File: config.mk
export PLATFORM = sky130hd
export DESIGN_NAME = gcd_display_flat
export DESIGN_NICKNAME = d
export VERILOG_FILES = /design/src/rtl/gcd_display_if.sv /design/src/rtl/gcd_display.sv /design/src/flat_wrapper.sv
export SDC_FILE = /design/constraint.sdc
export NUM_CORES = 1
export LEC_CHECK = 0
export CORE_ASPECT_RATIO = 1.1
export CORE_MARGIN = 5
export CORE_UTILIZATION = 41
export CTS_CLUSTER_SIZE = 8
export DETAILED_ROUTE_END_ITERATION = 10
export SLEW_MARGIN = 40
export SYNTH_ARGS = -nofsm -noshare
export SYNTH_HDL_FRONTEND = slang
export SYNTH_SLANG_ARGS = --single-unit
File: constraint.sdc
create_clock -name clock -period 3.5 [get_ports clock]
set_input_delay 0.525 -clock clock [delete_from_list [all_inputs] [get_ports clock]]
set_output_delay 0.525 -clock clock [all_outputs]
set_load 0.02 [all_outputs]
File: src/rtl/gcd_display_if.sv
// Handshake bundle between the upstream GCD calculator and gcd_display.
// master: drives gcd_ready/gcd_result, reads busy; slave: the display side.
`timescale 1ns/1ps
interface gcd_display_if;
    logic       gcd_ready;
    logic [7:0] gcd_result;
    logic       busy;

    modport master (
        output gcd_ready,
        output gcd_result,
        input  busy
    );

    modport slave (
        input  gcd_ready,
        input  gcd_result,
        output busy
    );
endinterface

File: src/rtl/gcd_display.sv
// Captures an 8-bit GCD result, converts it to BCD by shift-add-3 and scans
// it onto a 3-digit multiplexed 7-segment display with leading-zero blanking.
// Ports: clock, reset (async, active low), gcd (slave: gcd_ready,
// gcd_result in; busy out), bcd {h,t,o}, anode and segments (active low).
`timescale 1ns/1ps
module gcd_display #(
    parameter int REFRESH_CYCLES = 100000
) (
    input  logic        clock,
    input  logic        reset,
    gcd_display_if.slave gcd,
    output logic [11:0] bcd,
    output logic [3:0]  anode,
    output logic [6:0]  segments
);

    typedef enum logic [1:0] {
        IDLE    = 2'd0,
        CONVERT = 2'd1,
        SHOW    = 2'd2
    } state_t;

    localparam logic [19:0] REF_MAX = 20'(REFRESH_CYCLES - 1);

    state_t      state;
    logic        busy_q;
    logic        shown;
    logic [7:0]  bin;
    logic [11:0] work;
    logic [2:0]  iter;
    logic [19:0] ref_cnt;
    logic [1:0]  sel;

    logic [11:0] adj;
    logic [19:0] shift_nxt;

    assign gcd.busy = busy_q;

    function automatic logic [3:0] add3(input logic [3:0] n);
        return (n >= 4'd5) ? n + 4'd3 : n;
    endfunction

    function automatic logic [6:0] seg7(input logic [3:0] d);
        logic [6:0] s;
        case (d)
            4'd0:    s = 7'b0000001;
            4'd1:    s = 7'b1001111;
            4'd2:    s = 7'b0010010;
            4'd3:    s = 7'b0000110;
            4'd4:    s = 7'b1001100;
            4'd5:    s = 7'b0100100;
            4'd6:    s = 7'b0100000;
            4'd7:    s = 7'b0001111;
            4'd8:    s = 7'b0000000;
            4'd9:    s = 7'b0000100;
            default: s = 7'b1111111;
        endcase
        return s;
    endfunction

    // One shift-add-3 step: correct nibbles first, then shift {bcd,bin}.
    always_comb begin
        adj       = {add3(work[11:8]), add3(work[7:4]), add3(work[3:0])};
        shift_nxt = {adj, bin} << 1;
    end

    always_ff @(posedge clock or negedge reset) begin
        if (!reset) begin
            state   <= IDLE;
            busy_q  <= 1'b0;
            shown   <= 1'b0;
            bin     <= '0;
            work    <= '0;
            iter    <= '0;
            bcd     <= '0;
            ref_cnt <= '0;
            sel     <= '0;
        end else begin
            if (ref_cnt == REF_MAX) begin
                ref_cnt <= '0;
                sel     <= sel + 2'd1;
            end else begin
                ref_cnt <= ref_cnt + 20'd1;
            end

            unique case (state)
                IDLE, SHOW: begin
                    if (gcd.gcd_ready) begin
                        bin    <= gcd.gcd_result;
                        work   <= '0;
                        iter   <= '0;
                        busy_q <= 1'b1;
                        state  <= CONVERT;
                    end
                end
                CONVERT: begin
                    {work, bin} <= shift_nxt;
                    iter        <= iter + 3'd1;
                    if (iter == 3'd7) begin
                        bcd    <= shift_nxt[19:8];
                        busy_q <= 1'b0;
                        shown  <= 1'b1;
                        state  <= SHOW;
                    end
                end
                default: state <= IDLE;
            endcase
        end
    end

    // Display decode uses only registered state; shown stays set while a
    // later conversion runs so the previous value keeps being displayed.
    logic [3:0] hun, ten, one;
    logic       hun_blank, ten_blank;

    always_comb begin
        hun       = bcd[11:8];
        ten       = bcd[7:4];
        one       = bcd[3:0];
        hun_blank = (hun == 4'd0);
        ten_blank = hun_blank && (ten == 4'd0);
        anode     = 4'b1111;
        segments  = 7'b1111111;
        if (shown) begin
            unique case (1'b1)
                (sel == 2'd0): begin
                    anode    = 4'b1110;
                    segments = seg7(one);
                end
                (sel == 2'd1): begin
                    if (!ten_blank) begin
                        anode    = 4'b1101;
                        segments = seg7(ten);
                    end
                end
                (sel == 2'd2): begin
                    if (!hun_blank) begin
                        anode    = 4'b1011;
                        segments = seg7(hun);
                    end
                end
                default: begin
                    anode    = 4'b1111;
                    segments = 7'b1111111;
                end
            endcase
        end
    end

endmodule

File: src/flat_wrapper.sv
// flat-port wrapper written by rule: the top's interface ports become plain ports
module gcd_display_flat 
#(
    parameter int REFRESH_CYCLES = 100000
)
  (clock, reset, bcd, anode, segments, gcd_gcd_ready, gcd_gcd_result, gcd_busy);
  gcd_display_if gcd_i ();
  input  logic clock;
  input  logic reset;
  output logic [11:0] bcd;
  output logic [3:0] anode;
  output logic [6:0] segments;
  input wire logic [$bits(gcd_i.gcd_ready)-1:0] gcd_gcd_ready;
  input wire logic [$bits(gcd_i.gcd_result)-1:0] gcd_gcd_result;
  output wire logic [$bits(gcd_i.busy)-1:0] gcd_busy;
  assign gcd_i.gcd_ready = gcd_gcd_ready;
  assign gcd_i.gcd_result = gcd_gcd_result;
  assign gcd_busy = gcd_i.busy;
  gcd_display #(.REFRESH_CYCLES(REFRESH_CYCLES)) u_core (.clock(clock), .reset(reset), .gcd(gcd_i), .bcd(bcd), .anode(anode), .segments(segments));
endmodule
; Word level (Yosys, flattened, before mapping)
; Memory sizes are Yosys's and may differ from the RTL's.
; Cells that the tools add are included.
[op_classes]
n_reduce_logical = 11
n_lt_le_gt_ge = 3
mux = 24
n_addsub = 6
n_eq_ne = 8
[op_table]
columns = cell, count
row1 = $pmux 12 s2, 1
row2 = $mux 7, 3
row3 = $pmux 7 s3, 1
row4 = $add 20x1->20 const B, 1
row5 = $eq 20x17->1 const B, 1
row6 = $mux 20, 1
row7 = $pmux 8 s2, 1
row8 = $ge 4x3->1 const B, 3
row9 = $mux 12, 1
row10 = $mux 4, 3
row11 = $pmux 4 s3, 1
row12 = $mux 3, 3
row13 = $add 4x2->4 const B, 2
row14 = $logic_not 4->1, 2
row15 = $mux 8, 1
row16 = $mux 2, 3
row17 = $pmux 3 s2, 1
row18 = $reduce_and 2->1, 3
row19 = $eq 2x1->1 const B, 2
row20 = $eq 2x2->1 const B, 2
row21 = $logic_not 2->1, 2
row22 = $pmux 2 s2, 1
row23 = $add 3x1->3 const B, 1
row24 = $add 3x2->3 const B, 1
row25 = 10 further kinds, 11
[word_totals]
rom_bits = 336
in_bits = 11
n_memories = 3
regBits = 61
elab_cells = 64
[memory_table]
columns = memory, words, width, read_ports, rd_ports_with_merged_regs, write_ports, line_no
row1 = (no name shown), 16, 7, 1, 0, 0, gcd_display.sv:45  ; case (d)
row2 = (no name shown), 16, 7, 1, 0, 0, gcd_display.sv:45
row3 = (no name shown), 16, 7, 1, 0, 0, gcd_display.sv:45

; Logic depth before layout (Yosys ltp)
[logic_depth]
depth_word = 5
ltp_mapped = 7
depth_no_buf = 6

; Worst setup path before layout
; Ideal clock, no wire load.
[synth_timing]
path_type = reg2out
from = register u_core.bcd[9]
to = output segments[3]
path_buffers = 0
t_arrival_ns = 1.838
path_stages_with_launch = 7
slack_ns = 1.137
cell_sequence = dfrtp_1 -> inv_1 -> ha_1 -> or3_1 -> a211oi_1 -> a21oi_1 -> a211o_1
[synth_via]
elab_chain_len = 5
[synth_rtl]
columns = element, line_no
row1 = "start, declared", gcd_display.sv:12  ; output logic [11:0] bcd,
row2 = "start signal, assigned", gcd_display.sv:100  ; bcd <= shift_nxt[19:8];
row3 = branches (longest 3 deep; another with $mem_v2 16x7), n/a
row4 = $pmux 7 s3 (*), gcd_display.sv:125  ; unique case (1'b1)
row5 = $mux 7 (*), gcd_display.sv:124  ; if (shown) begin
row6 = "end, declared", flat_wrapper.sv:12  ; output logic [6:0] segments;
; Mark *: on every way between the ends.

; Worst setup path in the final report
[layout_timing]
from = register u_core.bcd[9]
to = output segments[6]
; Same word-level chain as after synthesis.

==> results.sh <==
export IMPL_outcome="complete, no violations"
export IMPL_synth_top_area_share=0.422
export IMPL_cts_tree="built"
export IMPL_yosys_area_share_simple=0.189
export IMPL_ys_warn_count=0
export IMPL_async_flop_share=1.00
export IMPL_drt_total_wl_um=7340
export IMPL_max_stage_delay_ns=0.64
export IMPL_arrival_ns=2.67
export IMPL_synth_most_common_cell="dfrtp_1"
export IMPL_ctsHoldBuffers=0
export IMPL_setup_violations=0
export IMPL_cp_top_family="buffers and inverters"
export IMPL_nets=454
export IMPL_drive_gt1_frac=0.0718
export IMPL_hold_worst_slack_ns=0.107
export IMPL_drt_iter0_drc=116
export IMPL_cts_sinks=61
export IMPL_syn_to_final_growth_pct=17.8
export IMPL_ys_ff_latch=61
export IMPL_critical_path_class="register to output port"
export IMPL_leakage_nw=1.86
export IMPL_routed_via_density=5.40
export IMPL_core_area_um2=8740
export IMPL_pin_count=35
export IMPL_startpoint_type="register"
export IMPL_finalNonFillerCells=532
export IMPL_reg2reg_depth=4
export IMPL_ys_flop_type="dfrtp_1"
export IMPL_fin_tns_setup_ns=0
export IMPL_end_kind="output port"
export IMPL_grt_pass1_vias=2767
export IMPL_post_route_min_period_ns=3.20
export IMPL_clockBufferDepth=2
export IMPL_fmax_mhz=313
export IMPL_dieArea_um2=10800
export IMPL_cts_setup_buffers=0
export IMPL_insertedDiodeCount=0
export IMPL_synthCells=385
export IMPL_vias=2871
export IMPL_route_detailed_drc=0
export IMPL_clock_root_buffer="clkbuf_8"
export IMPL_numCtsBuffers=9
export IMPL_hpwlAfterDp_um=5280
export IMPL_p_int_mw=2.20
export IMPL_crit_fanout=8
export IMPL_dp_cells=516
export IMPL_initial_utilization=0.414
export IMPL_p_per_area_nw_per_um2=865
export IMPL_synth_mux_area_frac=0.0242
export IMPL_grt_use_total=0.149
export IMPL_postSynthAreaPerCell_um2=9.40
export IMPL_die_w_um=99.6
export IMPL_cts_max_level=3
export IMPL_grt_pass1_wl_um=13000
export IMPL_die_h_um=109
export IMPL_antenna_found_initial=0
export IMPL_synth_edff_count=0
export IMPL_grt_start_max_net_pins=45
export IMPL_worstSetupPathDepth=7
export IMPL_drtAntennaViolNets=0
export IMPL_synth_compound_area_frac=0.169
export IMPL_switching_share=0.403
export IMPL_synth_distinct_cells=54
export IMPL_first_pass_iters=4
export IMPL_synthTopCellsByCount="dfrtp_1 (61), o21ai_0 (36), nand2_1 (35), ha_1 (30), nor2_1 (26)"
export IMPL_grt_remaining_overflow=0
export IMPL_synth_fa_ha_area_frac=0.104
export IMPL_min_path_type="input port to async pin"
export IMPL_path_cells="inv_1 > ha_1 > nor3b_1 > and3_1 > o21ai_0 > o2111ai_1 > clkdlybuf4s50_1"
export IMPL_synth_seq_area_share=0.422
export IMPL_synthesis_area_um2=3620
export IMPL_yosysTopAreaCell="dfrtp_1"
export IMPL_clk_latency_ns=0.34
export IMPL_maxCapViolations=0
export IMPL_worst_slew_pin_slew_ns=0.782
export IMPL_place_congestion=0.835
export IMPL_synth_xor_area_share=0.0484
export IMPL_cts_resized=0
export IMPL_critPathBufInv=2
export IMPL_p_comb_frac=0.479
export IMPL_max_vdd_ir_drop_mv=0.442
export IMPL_synth_top_family_by_area="simple AND/OR/NAND/NOR gates"
export IMPL_cp_required_ns=2.97
export IMPL_timing_slew_headroom=0.478
export IMPL_io_buffers=33
export IMPL_crit_slowest_cell="clkdlybuf4s50_1"
export IMPL_pwr_share_clk=0.205
export IMPL_skew_ns=0.00977
export IMPL_seq_power_share=0.316
export IMPL_wl_per_cell_um=13.8
export IMPL_clk_pin_slew_ns=0.07
export IMPL_slew_violations=0
export IMPL_finalHoldViolCount=0
export IMPL_rsz0062_at_grt="false"
export IMPL_placement_rows=36
export IMPL_p_switching_mw=1.49
export IMPL_synth_area_top_cells="dfrtp_1 (42%), ha_1 (10%), o21ai_0 (5.0%)"
export IMPL_synth_nets=426
export IMPL_post_route_period_util=0.913
logic make-up (layout without fill, tap and decap cells):
family | after synthesis | in the layout
AO/OA/AOI/OAI | 99 | 99
XOR/XNOR | 20 | 20
adder cells (fa/ha/maj) | 30 | 30
buffers and inverters | 38 | 71
flip-flops | 61 | 61
multiplexers | 8 | 8
other | 1 | 1
AND/OR/NAND/NOR | 128 | 128
through the flow:
stage               setup slack, ns  area (um^2)  power [mW]  utilization
floorplan                      1.14         3620        2.35            -
global placement              0.743         4020        2.91        0.460
detailed placement            0.669         4020        2.95        0.460
CTS                           0.289         4260        3.72        0.487
global route                 0.0382         4260        4.01        0.488
finish                        0.304         4260        3.68        0.488
worst paths after layout:
path                               startpoint            endpoint  slack [ns]
hold reg to reg            u_core.ref_cnt[19]  u_core.ref_cnt[19]        0.48
max in group asynchronous               reset      u_core.iter[0]        2.50
setup / recovery                u_core.bcd[9]         segments[6]        0.30
setup reg to reg              u_core.state[0]       u_core.bcd[7]        1.36
hold / removal                          reset  u_core.ref_cnt[18]        0.11
min in group clock         u_core.ref_cnt[19]  u_core.ref_cnt[19]        0.48
registers in the layout, summed over array words and instances, names as in the netlist:
signal,cells
u_core.bin,8
u_core.ref_cnt,20
u_core.state,2
u_core.gcd.busy,1
u_core.iter,3
u_core.sel,2
u_core.bcd,12
u_core.work,12
u_core.shown,1
cell usage in the layout, fill, tap and decap left out, drive strengths merged, types with 2 or more instances in the layout:
| cell type | Yosys | layout |
|---|---|---|
| nand2b | 18 | 18 |
| o21ai | 37 | 37 |
| a21oi | 21 | 21 |
| a22o | 2 | 2 |
| bufinv | 0 | 3 |
| nand4 | 8 | 8 |
| mux2i | 2 | 2 |
| and3 | 3 | 3 |
| nor3b | 7 | 7 |
| or2 | 2 | 2 |
| a221o | 3 | 3 |
| ha | 30 | 30 |
| o31ai | 7 | 7 |
| clkbuf | 13 | 12 |
| buf | 5 | 3 |
| and2 | 3 | 3 |
| a32o | 3 | 3 |
| nor2 | 26 | 26 |
| nand3 | 9 | 9 |
| or3 | 2 | 2 |
| dfrtp | 61 | 61 |
| and4 | 3 | 3 |
| o22ai | 12 | 12 |
| mux2 | 6 | 6 |
| o211ai | 2 | 2 |
| nor2b | 4 | 4 |
| clkdlybuf4s50 | 0 | 32 |
| nor4 | 3 | 3 |
| xor2 | 6 | 6 |
| xnor2 | 14 | 14 |
| nand2 | 35 | 35 |
| a211oi | 4 | 4 |
| inv | 20 | 20 |
final cells by class:
type                    instances  area [um^2]
clock buffers                  12          145
clock inverters                 4         95.1
fillers                       850         4480
inverters                      20         75.1
multi-input cells             286         1940
flip-flops and latches         61         1530
well taps                     114          143
repair buffers                 35          340
per-layer routing:
layer | up-vias | routed length [um] | track usage
met5 | - | 0 | 0
met4 | 0 | 186 | 0.0712
met3 | 15 | 353 | 0.0355
met2 | 72 | 3340 | 0.229
met1 | 1367 | 3460 | 0.198
li1 | 1417 | - | -
power groups by stage:
| stage | combinational (mW) | clock, mW | sequential (mW) |
|---|---|---|---|
| after floorplan | 1.20 | 0 | 1.15 |
| after detailed placement | 1.78 | 0 | 1.17 |
| final | 1.77 | 0.757 | 1.16 |
| after CTS | 1.78 | 0.779 | 1.16 |
| after global routing | 1.98 | 0.815 | 1.21 |
| after global placement | 1.75 | 0 | 1.16 |
No activity file was read; power rests on OpenSTA's default activity.
